## src/rtl/mem_issue_queue_if.sv

```systemverilog
// Handshake and data bundle between the issue queue, its producer (decode /
// rename), the common data bus and the downstream LSU.
interface mem_issue_queue_if #(
  parameter int DEPTH = 4,
  parameter int TAG_W = 4
);
  localparam int CNT_W = $clog2(DEPTH) + 1;

  logic             flush_i;
  logic             enq_valid_i;
  logic             enq_ready_o;
  logic [31:0]      enq_pc_i;
  logic [31:0]      enq_inst_i;
  logic             enq_rs1_rdy_i;
  logic [TAG_W-1:0] enq_rs1_tag_i;
  logic [31:0]      enq_rs1_value_i;
  logic             enq_rs2_rdy_i;
  logic [TAG_W-1:0] enq_rs2_tag_i;
  logic [31:0]      enq_rs2_value_i;
  logic             cdb_valid_i;
  logic [TAG_W-1:0] cdb_tag_i;
  logic [31:0]      cdb_value_i;
  logic             issue_stall_i;
  logic             issue_valid_o;
  logic [31:0]      pc_o;
  logic [31:0]      inst_o;
  logic [31:0]      rs1_value_o;
  logic [31:0]      rs2_value_o;
  logic [CNT_W-1:0] count_o;

  // Environment side: drives requests, broadcasts and stall; observes issue.
  modport master (
    output flush_i, enq_valid_i, enq_pc_i, enq_inst_i,
           enq_rs1_rdy_i, enq_rs1_tag_i, enq_rs1_value_i,
           enq_rs2_rdy_i, enq_rs2_tag_i, enq_rs2_value_i,
           cdb_valid_i, cdb_tag_i, cdb_value_i, issue_stall_i,
    input  enq_ready_o, issue_valid_o, pc_o, inst_o,
           rs1_value_o, rs2_value_o, count_o
  );

  // Queue side.
  modport slave (
    input  flush_i, enq_valid_i, enq_pc_i, enq_inst_i,
           enq_rs1_rdy_i, enq_rs1_tag_i, enq_rs1_value_i,
           enq_rs2_rdy_i, enq_rs2_tag_i, enq_rs2_value_i,
           cdb_valid_i, cdb_tag_i, cdb_value_i, issue_stall_i,
    output enq_ready_o, issue_valid_o, pc_o, inst_o,
           rs1_value_o, rs2_value_o, count_o
  );
endinterface

```

## src/rtl/mem_issue_queue.sv

```systemverilog
// In-order memory issue queue: buffers loads/stores with operand values or
// producer tags, wakes operands from the CDB and issues the head entry into
// a registered LSU-facing output stage. Program-order issue keeps memory
// ordering without any address disambiguation.
module mem_issue_queue #(
  parameter int DEPTH = 4,
  parameter int TAG_W = 4
) (
  input  logic            clk_i,
  input  logic            reset_i,
  mem_issue_queue_if.slave bus
);
  localparam int PTR_W = $clog2(DEPTH);
  localparam int CNT_W = PTR_W + 1;

  // Entry storage
  logic [DEPTH-1:0] valid_q, valid_d;
  logic [DEPTH-1:0] rs1_rdy_q, rs1_rdy_d, rs2_rdy_q, rs2_rdy_d;
  logic [31:0]      pc_q [DEPTH];
  logic [31:0]      pc_d [DEPTH];
  logic [31:0]      inst_q [DEPTH];
  logic [31:0]      inst_d [DEPTH];
  logic [TAG_W-1:0] rs1_tag_q [DEPTH];
  logic [TAG_W-1:0] rs1_tag_d [DEPTH];
  logic [TAG_W-1:0] rs2_tag_q [DEPTH];
  logic [TAG_W-1:0] rs2_tag_d [DEPTH];
  logic [31:0]      rs1_val_q [DEPTH];
  logic [31:0]      rs1_val_d [DEPTH];
  logic [31:0]      rs2_val_q [DEPTH];
  logic [31:0]      rs2_val_d [DEPTH];

  logic [PTR_W-1:0] head_q, head_d, tail_q, tail_d;
  logic [CNT_W-1:0] count_q, count_d;

  // Registered issue stage
  logic        issue_valid_q, issue_valid_d;
  logic [31:0] out_pc_q, out_pc_d, out_inst_q, out_inst_d;
  logic [31:0] out_rs1_q, out_rs1_d, out_rs2_q, out_rs2_d;

  logic             enq_ready, enq_fire, issue_fire;
  logic             enq_hit1, enq_hit2;
  logic [DEPTH-1:0] wake1, wake2;

  // Ready depends on the registered count only: a full queue refuses an
  // enqueue even if the head leaves in the same cycle.
  assign enq_ready  = (count_q != CNT_W'(DEPTH));
  assign enq_fire   = bus.enq_valid_i & enq_ready & ~bus.flush_i;
  // Readiness is taken from registered state, so a wakeup this cycle can
  // only make the head issuable next cycle.
  assign issue_fire = valid_q[head_q] & rs1_rdy_q[head_q] & rs2_rdy_q[head_q]
                      & ~bus.issue_stall_i & ~bus.flush_i;

  // An operand arriving on the CDB in the enqueue cycle is captured directly.
  assign enq_hit1 = bus.cdb_valid_i & (bus.enq_rs1_tag_i == bus.cdb_tag_i);
  assign enq_hit2 = bus.cdb_valid_i & (bus.enq_rs2_tag_i == bus.cdb_tag_i);

  // Per-entry CDB tag match for operands still waiting on a producer.
  generate
    for (genvar gi = 0; gi < DEPTH; gi++) begin : g_wake
      assign wake1[gi] = valid_q[gi] & ~rs1_rdy_q[gi] & bus.cdb_valid_i &
                         (rs1_tag_q[gi] == bus.cdb_tag_i);
      assign wake2[gi] = valid_q[gi] & ~rs2_rdy_q[gi] & bus.cdb_valid_i &
                         (rs2_tag_q[gi] == bus.cdb_tag_i);
    end
  endgenerate

  // Queue next state: wakeup, head dequeue, tail enqueue, flush override.
  always_comb begin
    valid_d   = valid_q;
    rs1_rdy_d = rs1_rdy_q;
    rs2_rdy_d = rs2_rdy_q;
    pc_d      = pc_q;
    inst_d    = inst_q;
    rs1_tag_d = rs1_tag_q;
    rs2_tag_d = rs2_tag_q;
    rs1_val_d = rs1_val_q;
    rs2_val_d = rs2_val_q;
    head_d    = head_q;
    tail_d    = tail_q;
    for (int i = 0; i < DEPTH; i++) begin
      if (wake1[i]) begin
        rs1_rdy_d[i] = 1'b1;
        rs1_val_d[i] = bus.cdb_value_i;
      end
      if (wake2[i]) begin
        rs2_rdy_d[i] = 1'b1;
        rs2_val_d[i] = bus.cdb_value_i;
      end
    end
    if (issue_fire) begin
      valid_d[head_q] = 1'b0;
      head_d          = head_q + PTR_W'(1);
    end
    // The tail slot is always free here (full blocks enqueue), so it never
    // collides with the head being dequeued.
    if (enq_fire) begin
      valid_d[tail_q]   = 1'b1;
      pc_d[tail_q]      = bus.enq_pc_i;
      inst_d[tail_q]    = bus.enq_inst_i;
      rs1_tag_d[tail_q] = bus.enq_rs1_tag_i;
      rs2_tag_d[tail_q] = bus.enq_rs2_tag_i;
      rs1_rdy_d[tail_q] = bus.enq_rs1_rdy_i | enq_hit1;
      rs2_rdy_d[tail_q] = bus.enq_rs2_rdy_i | enq_hit2;
      rs1_val_d[tail_q] = bus.enq_rs1_rdy_i ? bus.enq_rs1_value_i : bus.cdb_value_i;
      rs2_val_d[tail_q] = bus.enq_rs2_rdy_i ? bus.enq_rs2_value_i : bus.cdb_value_i;
      tail_d            = tail_q + PTR_W'(1);
    end
    count_d = count_q + CNT_W'(enq_fire) - CNT_W'(issue_fire);
    if (bus.flush_i) begin
      valid_d = '0;
      head_d  = '0;
      tail_d  = '0;
      count_d = '0;
    end
  end

  // Issue stage next state: flush clears, stall freezes, otherwise load or bubble.
  always_comb begin
    issue_valid_d = issue_valid_q;
    out_pc_d      = out_pc_q;
    out_inst_d    = out_inst_q;
    out_rs1_d     = out_rs1_q;
    out_rs2_d     = out_rs2_q;
    if (bus.flush_i) begin
      issue_valid_d = 1'b0;
      out_inst_d    = '0;
    end else if (!bus.issue_stall_i) begin
      if (issue_fire) begin
        issue_valid_d = 1'b1;
        out_pc_d      = pc_q[head_q];
        out_inst_d    = inst_q[head_q];
        out_rs1_d     = rs1_val_q[head_q];
        out_rs2_d     = rs2_val_q[head_q];
      end else begin
        issue_valid_d = 1'b0;
        out_inst_d    = '0;
      end
    end
  end

  // State registers with asynchronous reset.
  always_ff @(posedge clk_i or posedge reset_i) begin
    if (reset_i) begin
      valid_q       <= '0;
      rs1_rdy_q     <= '0;
      rs2_rdy_q     <= '0;
      head_q        <= '0;
      tail_q        <= '0;
      count_q       <= '0;
      issue_valid_q <= 1'b0;
      out_pc_q      <= '0;
      out_inst_q    <= '0;
      out_rs1_q     <= '0;
      out_rs2_q     <= '0;
      for (int i = 0; i < DEPTH; i++) begin
        pc_q[i]      <= '0;
        inst_q[i]    <= '0;
        rs1_tag_q[i] <= '0;
        rs2_tag_q[i] <= '0;
        rs1_val_q[i] <= '0;
        rs2_val_q[i] <= '0;
      end
    end else begin
      valid_q       <= valid_d;
      rs1_rdy_q     <= rs1_rdy_d;
      rs2_rdy_q     <= rs2_rdy_d;
      head_q        <= head_d;
      tail_q        <= tail_d;
      count_q       <= count_d;
      issue_valid_q <= issue_valid_d;
      out_pc_q      <= out_pc_d;
      out_inst_q    <= out_inst_d;
      out_rs1_q     <= out_rs1_d;
      out_rs2_q     <= out_rs2_d;
      pc_q          <= pc_d;
      inst_q        <= inst_d;
      rs1_tag_q     <= rs1_tag_d;
      rs2_tag_q     <= rs2_tag_d;
      rs1_val_q     <= rs1_val_d;
      rs2_val_q     <= rs2_val_d;
    end
  end

  assign bus.enq_ready_o   = enq_ready;
  assign bus.issue_valid_o = issue_valid_q;
  assign bus.pc_o          = out_pc_q;
  assign bus.inst_o        = out_inst_q;
  assign bus.rs1_value_o   = out_rs1_q;
  assign bus.rs2_value_o   = out_rs2_q;
  assign bus.count_o       = count_q;
endmodule

```

## src/flat_wrapper.sv

```systemverilog
// flat-port wrapper written by rule: the top's interface ports become plain ports
module mem_issue_queue_flat 
#(
  parameter int DEPTH = 4,
  parameter int TAG_W = 4
)
  (clk_i, reset_i, bus_flush_i, bus_enq_valid_i, bus_enq_pc_i, bus_enq_inst_i, bus_enq_rs1_rdy_i, bus_enq_rs1_tag_i, bus_enq_rs1_value_i, bus_enq_rs2_rdy_i, bus_enq_rs2_tag_i, bus_enq_rs2_value_i, bus_cdb_valid_i, bus_cdb_tag_i, bus_cdb_value_i, bus_issue_stall_i, bus_enq_ready_o, bus_issue_valid_o, bus_pc_o, bus_inst_o, bus_rs1_value_o, bus_rs2_value_o, bus_count_o);
  mem_issue_queue_if #(.DEPTH(DEPTH), .TAG_W(TAG_W)) bus_i ();
  input  logic clk_i;
  input  logic reset_i;
  input wire logic [$bits(bus_i.flush_i)-1:0] bus_flush_i;
  input wire logic [$bits(bus_i.enq_valid_i)-1:0] bus_enq_valid_i;
  input wire logic [$bits(bus_i.enq_pc_i)-1:0] bus_enq_pc_i;
  input wire logic [$bits(bus_i.enq_inst_i)-1:0] bus_enq_inst_i;
  input wire logic [$bits(bus_i.enq_rs1_rdy_i)-1:0] bus_enq_rs1_rdy_i;
  input wire logic [$bits(bus_i.enq_rs1_tag_i)-1:0] bus_enq_rs1_tag_i;
  input wire logic [$bits(bus_i.enq_rs1_value_i)-1:0] bus_enq_rs1_value_i;
  input wire logic [$bits(bus_i.enq_rs2_rdy_i)-1:0] bus_enq_rs2_rdy_i;
  input wire logic [$bits(bus_i.enq_rs2_tag_i)-1:0] bus_enq_rs2_tag_i;
  input wire logic [$bits(bus_i.enq_rs2_value_i)-1:0] bus_enq_rs2_value_i;
  input wire logic [$bits(bus_i.cdb_valid_i)-1:0] bus_cdb_valid_i;
  input wire logic [$bits(bus_i.cdb_tag_i)-1:0] bus_cdb_tag_i;
  input wire logic [$bits(bus_i.cdb_value_i)-1:0] bus_cdb_value_i;
  input wire logic [$bits(bus_i.issue_stall_i)-1:0] bus_issue_stall_i;
  output wire logic [$bits(bus_i.enq_ready_o)-1:0] bus_enq_ready_o;
  output wire logic [$bits(bus_i.issue_valid_o)-1:0] bus_issue_valid_o;
  output wire logic [$bits(bus_i.pc_o)-1:0] bus_pc_o;
  output wire logic [$bits(bus_i.inst_o)-1:0] bus_inst_o;
  output wire logic [$bits(bus_i.rs1_value_o)-1:0] bus_rs1_value_o;
  output wire logic [$bits(bus_i.rs2_value_o)-1:0] bus_rs2_value_o;
  output wire logic [$bits(bus_i.count_o)-1:0] bus_count_o;
  assign bus_i.flush_i = bus_flush_i;
  assign bus_i.enq_valid_i = bus_enq_valid_i;
  assign bus_i.enq_pc_i = bus_enq_pc_i;
  assign bus_i.enq_inst_i = bus_enq_inst_i;
  assign bus_i.enq_rs1_rdy_i = bus_enq_rs1_rdy_i;
  assign bus_i.enq_rs1_tag_i = bus_enq_rs1_tag_i;
  assign bus_i.enq_rs1_value_i = bus_enq_rs1_value_i;
  assign bus_i.enq_rs2_rdy_i = bus_enq_rs2_rdy_i;
  assign bus_i.enq_rs2_tag_i = bus_enq_rs2_tag_i;
  assign bus_i.enq_rs2_value_i = bus_enq_rs2_value_i;
  assign bus_i.cdb_valid_i = bus_cdb_valid_i;
  assign bus_i.cdb_tag_i = bus_cdb_tag_i;
  assign bus_i.cdb_value_i = bus_cdb_value_i;
  assign bus_i.issue_stall_i = bus_issue_stall_i;
  assign bus_enq_ready_o = bus_i.enq_ready_o;
  assign bus_issue_valid_o = bus_i.issue_valid_o;
  assign bus_pc_o = bus_i.pc_o;
  assign bus_inst_o = bus_i.inst_o;
  assign bus_rs1_value_o = bus_i.rs1_value_o;
  assign bus_rs2_value_o = bus_i.rs2_value_o;
  assign bus_count_o = bus_i.count_o;
  mem_issue_queue #(.DEPTH(DEPTH), .TAG_W(TAG_W)) u_core (.clk_i(clk_i), .reset_i(reset_i), .bus(bus_i));
endmodule
```

## config.mk

```make
export PLATFORM = sky130hd
export DESIGN_NAME = mem_issue_queue_flat
export DESIGN_NICKNAME = d
export VERILOG_FILES = /design/src/rtl/mem_issue_queue_if.sv /design/src/rtl/mem_issue_queue.sv /design/src/flat_wrapper.sv
export SDC_FILE = /design/constraint.sdc
export NUM_CORES = 2
export LEC_CHECK = 0
export BUFFER_PORTS_ARGS = -buffer_cell sky130_fd_sc_hd__buf_2
export CAP_MARGIN = 10
export CORE_ASPECT_RATIO = 0.6
export CORE_MARGIN = 2
export CORE_UTILIZATION = 40
export DETAILED_ROUTE_END_ITERATION = 8
export PLACE_DENSITY = 0.58
export SYNTH_ARGS = -nofsm -noshare
export SYNTH_HDL_FRONTEND = slang
export SYNTH_SLANG_ARGS = --single-unit
```

## constraint.sdc

```tcl
create_clock -name clk_i -period 25.5 [get_ports clk_i]
set_input_delay 2.55 -clock clk_i [delete_from_list [all_inputs] [get_ports clk_i]]
set_output_delay 2.55 -clock clk_i [all_outputs]
set_load 0.02 [all_outputs]
```

# Yosys cells after proc, flatten, opt, wreduce, memory -nomap -nowiden

Index checks and enable logic that the tools add are counted.

Mux-type cells: 70
Equal/unequal tests: 12
Bitwise gates (word level): 49
Reduce and logical (&&, ||, !) cells: 6
$add $sub $neg: 4
Order comparisons: 7

Operator list:

| operator                                                    | number |
|---|---|
| two-way mux 32 bit                                          | 22 |
| bitwise mux 128 bit                                         | 4 |
| binary-select mux 32 bit (select 2 bit)                     | 4 |
| two-way mux 128 bit                                         | 2 |
| demux 32 bit (select 2 bit)                                 | 1 |
| == test 4 bit                                               | 10 |
| bitwise AND 1 bit                                           | 32 |
| bitwise mux 16 bit                                          | 2 |
| two-way mux 4 bit                                           | 6 |
| two-way mux 1 bit                                           | 16 |
| NOT 1 bit                                                   | 10 |
| bitwise mux 4 bit                                           | 2 |
| demux 4 bit (select 2 bit)                                  | 1 |
| two-way mux 2 bit                                           | 4 |
| binary-select mux 1 bit (select 2 bit)                      | 3 |
| >= comparator 3 bit (second input constant)                 | 2 |
| less-than comparator 2 x 3 -> 1 bit (second input constant) | 2 |
| NOT 2 -> 3 bit                                              | 2 |
| adder 2 x 1 -> 2 bit (second input constant)                | 2 |
| bitwise AND 4 bit                                           | 1 |
| demux 1 bit (select 2 bit)                                  | 2 |
| >= comparator 2 x 1 -> 1 bit (second input constant)        | 2 |
| NOT 4 bit                                                   | 1 |
| bitwise OR 4 bit                                            | 1 |
| other kinds (10)                                            | 14 |

Output and inout port bits: 133
Input port bits: 180
Register bits after elaboration: 692
Word-level logic and storage cells: 183

# Logic depth before layout (Yosys ltp)

Depth in word-level cells: 10
Mapped depth: 15
Gate-level depth less buffers: 11

# Worst setup path before layout

No wires, ideal clock.

Kind: input to register
Start: in bus_issue_stall_i
End: reg u_core.count_q[2] (netlist: u_core.bus.count_o[2])
Setup time: 0.130 ns
Setup slack: 20.671 ns
Buffers on the path: 4
Required time: 25.370 ns
Data arrival time: 4.698 ns
Stages: 13
Cells stage by stage: clkbuf_1 -> or4_1 -> buf_2 -> buf_6 -> buf_6 -> inv_1 -> ha_1 -> inv_1 -> ha_1 -> inv_1 -> fa_1 -> xnor2_1 -> nor2_1

Longest elaborated chain between the ends: 5

RTL lines:

| what                            | line                   | source |
|---|---|---|
| from (decl)                     | flat_wrapper.sv:24     | `input wire logic [$bits(bus_i.issue_stall_i)-1:0] bus_issue_stall_i;` |
| NOT 1 bit                       | mem_issue_queue.sv:51  | `& ~bus.issue_stall_i & ~bus.flush_i;` |
| bitwise AND 1 bit (2 in series) | mem_issue_queue.sv:51  |  |
| subtractor 3 x 1 -> 3 bit       | mem_issue_queue.sv:108 | `count_d = count_q + CNT_W'(enq_fire) - CNT_W'(issue_fire);` |
| two-way mux 3 bit               | mem_issue_queue.sv:109 | `if (bus.flush_i) begin` |
| net u_core.count_d[2]           | mem_issue_queue.sv:33  | `logic [CNT_W-1:0] count_q, count_d;` |
| to (signal assigned)            | mem_issue_queue.sv:169 | `count_q <= count_d;` |
| to (decl)                       | mem_issue_queue.sv:33  |  |

The timed path passes the listed nets, and every way through them passes these cells.
A chain may end at the register's enable or synchronous reset.

==> metrics.txt <==
outcome completed; Post-Syn Area 0.0319 mm^2; Die Y 223 um; CTS tree done; Total Neg Setup Slack 0 ns; Final Hold Viols 0; RSZ-0062 raised after global routing false; top post-synthesis cells by area dfrtp_1, nand2_1, mux4_2; Routed WL 98,900 um; R2R depth 6; most used cell, CP buf_4; CTS H-tree depth 3; share of the synthesized area in the top cell type 0.542; gr ovfl total 0; Post-DRT Antenna Nets 0; cts bufs inserted 70; die width 369 um; final critical-path required period 5.47 ns; WL per Instance 24.0 um; Nets 3,183; Resized Gates After CTS 0; worst endpoint required time 26.05 ns; Crit. End Element register; LEAKAGE 16.8 nW; synthesized instance count 2,799; Max Clk Rate 183 MHz; first-pass GRT wire length 152,000 um; Hold Path Origin u_core.inst_q[44]$_DFFE_PP0P_; FF-to-FF setup slack 21.14 ns; Arr. time, crit path 6.02 ns; max incr delay on CP 0.84 ns; max_slew headroom 0.261; final slew viol count 0; Post-Place Worst Slack 19.39 ns; critical-path cell list buf_2 > buf_4 > nand3b_1 > nor2_4 > buf_4 > a21o_2 > o221a_2; Die ar. 0.0822 mm^2; drt drc 0; FF-to-FF Start u_core.head_q[0]$_DFFE_PP0P_; PD cells 113 mW/mm^2; area delta synth->final 15.5%; Via density 5.61; First-pass DRT Iterations 6; Final Setup Violations 0; Hold Path End u_core.inst_q[44]$_DFFE_PP0P_; Slew @ Worst Pin 1.11 ns; io pins 313; Critical R2R Capture u_core.bus.rs1_value_o[10]$_DFFE_PP0P_; # fillers 7,209; I/O Buffers 312; largest fanout on the critical path 84; Longest Clk Path Bufs 3; CTS Root Cell clkbuf_16; Critical Path Start Type input pin; unique cell type count in the Yosys netlist 36; clock latency on the worst-skew pair 0.62 ns; # clock sinks 692; DP HPWL 58,600 um; largest area contributor in the netlist dfrtp_1; period utilisation layout 0.214; Mean Syn Cell Area 11.4 um^2; #FFs+latches synth 692; Hold WC Path Type reg -> reg; vias in the first global route 24,182; post-route setup slack 20.03 ns; Initial DRC Count 2,169; starting density of the core 0.403; Buf+Inv Stages, Crit Path 3; Seq/Total Area, Yosys 0.542; DR vias 23,101; largest net degree at the start of global routing 173; family with the most delay on the worst path compound AO/OA/AOI/OAI gates; Core Area 0.0793 mm^2; GP Congestion 0.815; slowest CP cell a21o_2; Worst-path clk slew 0.07 ns; Worst Clk Skew 0.0261 ns; hold buffer count at cts 0; Site Rows 80; initial antenna violation count 11; Max rail drop VDD 0.0463 mV; post-CTS setup repair buffer count 0; syn nets 2,990; hold path cells 2; WS Path Type in -> reg; Global Route Usage Sum 0.241; Max Cap Viol 0; Syn. warnings 0; layout cells sized above 1 0.323
how the worst max path moves through the flow:
stage | from | to | slack (ns) | cells after the start
after global placement | reset_i | u_core.bus.rs1_value_o[21]$_DFFE_PP0P_ | 19.52 | 5
final | bus_flush_i | u_core.rs2_val_q[10]$_DFF_PP0_ | 20.03 | 7
after floorplan | reset_i | u_core.bus.count_o[0]$_DFF_PP0_ | 3.55 | 1
after CTS | bus_flush_i | u_core.rs2_val_q[25]$_DFF_PP0_ | 20.05 | 7
after detailed placement | reset_i | u_core.bus.rs1_value_o[17]$_DFFE_PP0P_ | 19.39 | 5
after global routing | reset_i | u_core.bus.rs1_value_o[16]$_DFFE_PP0P_ | 19.61 | 5
where the power goes:
part	leakage (nW)	total (W)	switching [W]	internal, W
sequential	8.58	0.00187	0.000283	0.00158
clock	1.20	0.00109	0.000446	0.000641
combinational	7.03	0.00122	0.000601	0.000622
flip-flops by register name, indices dropped and copies added (netlist names):
signal and cells:
u_core.bus.count_o 3, u_core.bus.inst_o 32, u_core.bus.issue_valid_o 1, u_core.bus.pc_o 32, u_core.bus.rs1_value_o 32, u_core.bus.rs2_value_o 32
u_core.head_q 2, u_core.inst_q 128, u_core.pc_q 128, u_core.rs1_rdy_q 4, u_core.rs1_tag_q 16, u_core.rs1_val_q 128
u_core.rs2_rdy_q 4, u_core.rs2_tag_q 16, u_core.rs2_val_q 128, u_core.tail_q 2, u_core.valid_q 4
worst reg2reg max path, delay by kind of cell, from the launching register on:
kind	cells	cell delay (ns)
mux	1	0.48
buf+inv	2	1.58
flops	1	0.77
simple gates	3	1.41
synth_stat cells:
library cell  number
nand2_1          874
dfrtp_1          692
nand2b_1         297
o221a_2          256
clkbuf_1         133
mux4_2           128
mux2_2            68
buf_1             49
buf_2             46
xor2_1            39
nand3b_1          36
o21ai_0           33
mux2_4            29
nor3_1            27
a2bb2oi_1         12
nor2_1            12
a31oi_1           10
ha_1              10
inv_1             10
nor3b_1            9
a21o_1             8
buf_6              4
xnor2_1            4
a21oi_1            1
and3_1             1
and4_1             1
and4b_1            1
buf_4              1
fa_1               1
mux2i_1            1
nand4_1            1
nand4b_1           1
nor2b_1            1
o22ai_1            1
or3_1              1
or4_1              1
layer usage:
layer  routed length (um)  up-vias  part of all wire  track usage
li1                     -    10117                 -            -
met4                 1670        6             0.017       0.0585
met5                   41        -           0.00041            0
met3                 7440      129             0.075       0.0601
met2                44400      815              0.45        0.365
met1                45300    12034              0.46        0.348
kinds of logic (layout without fill, tap and decap cells):
family	Yosys count	after routing	share of synthesized area
other	0	6	0
buffers and inverters	243	488	0.0314
AOI/OAI and AO/OA	321	321	0.103
muxes	226	226	0.128
DFF	692	692	0.542
and+or+nand+nor	1263	1263	0.179
adders and majority gates	11	11	0.00454
xor gates and xnor gates	43	43	0.0118
through the flow:
| stage | area (um^2) | hold slack, ns | util | cells | total power, W |
|---|---|---|---|---|---|
| floorplan | 31900 | 0.440 | - | 2799 | 0.00270 |
| global placement | 34500 | 0.452 | 0.435 | 3986 | 0.00303 |
| detailed placement | 34500 | 0.457 | 0.435 | 3986 | 0.00310 |
| CTS | 36900 | 0.474 | 0.465 | 4110 | 0.00420 |
| global route | 36900 | 0.495 | 0.465 | 4114 | 0.00441 |
| finish | 36900 | 0.470 | 0.465 | 4116 | 0.00418 |
layout make-up:
cell class / instances / area (um^2) / share of cell area
Tap cell: 1066 / 1330 / 0.0362
Clock inverter: 21 / 265 / 0.00719
Timing Repair Buffer: 354 / 1900 / 0.0516
Antenna cell: 6 / 15.0 / 0.000407
Multi-Input combinational cell: 1864 / 13900 / 0.376
Clock buffer: 103 / 2140 / 0.0580
Sequential cell: 692 / 17300 / 0.470
Inverter: 10 / 45.0 / 0.00122
cells in the final DEF (no fill, tap or decap), types with 6 or more instances in the layout:
cell type,Yosys,routed
nor2_1,12,8
nand2_1,874,874
dfrtp_1,692,690
xor2_1,39,39
clkbuf_8,0,24
nor3_1,27,27
bufinv_16,0,6
clkinv_2,0,12
a31oi_4,0,8
ha_1,10,10
o21ai_0,33,33
mux4_2,128,128
clkbuf_1,133,8
nand2b_1,297,293
diode_2,0,6
clkbuf_16,0,71
nor3b_2,0,9
o221a_2,256,256
buf_4,1,40
a2bb2oi_1,12,12
inv_1,10,9
mux2_2,68,68
nand3b_1,36,36
buf_2,46,312
mux2_4,29,29
(Power assumes the default switching activity.)
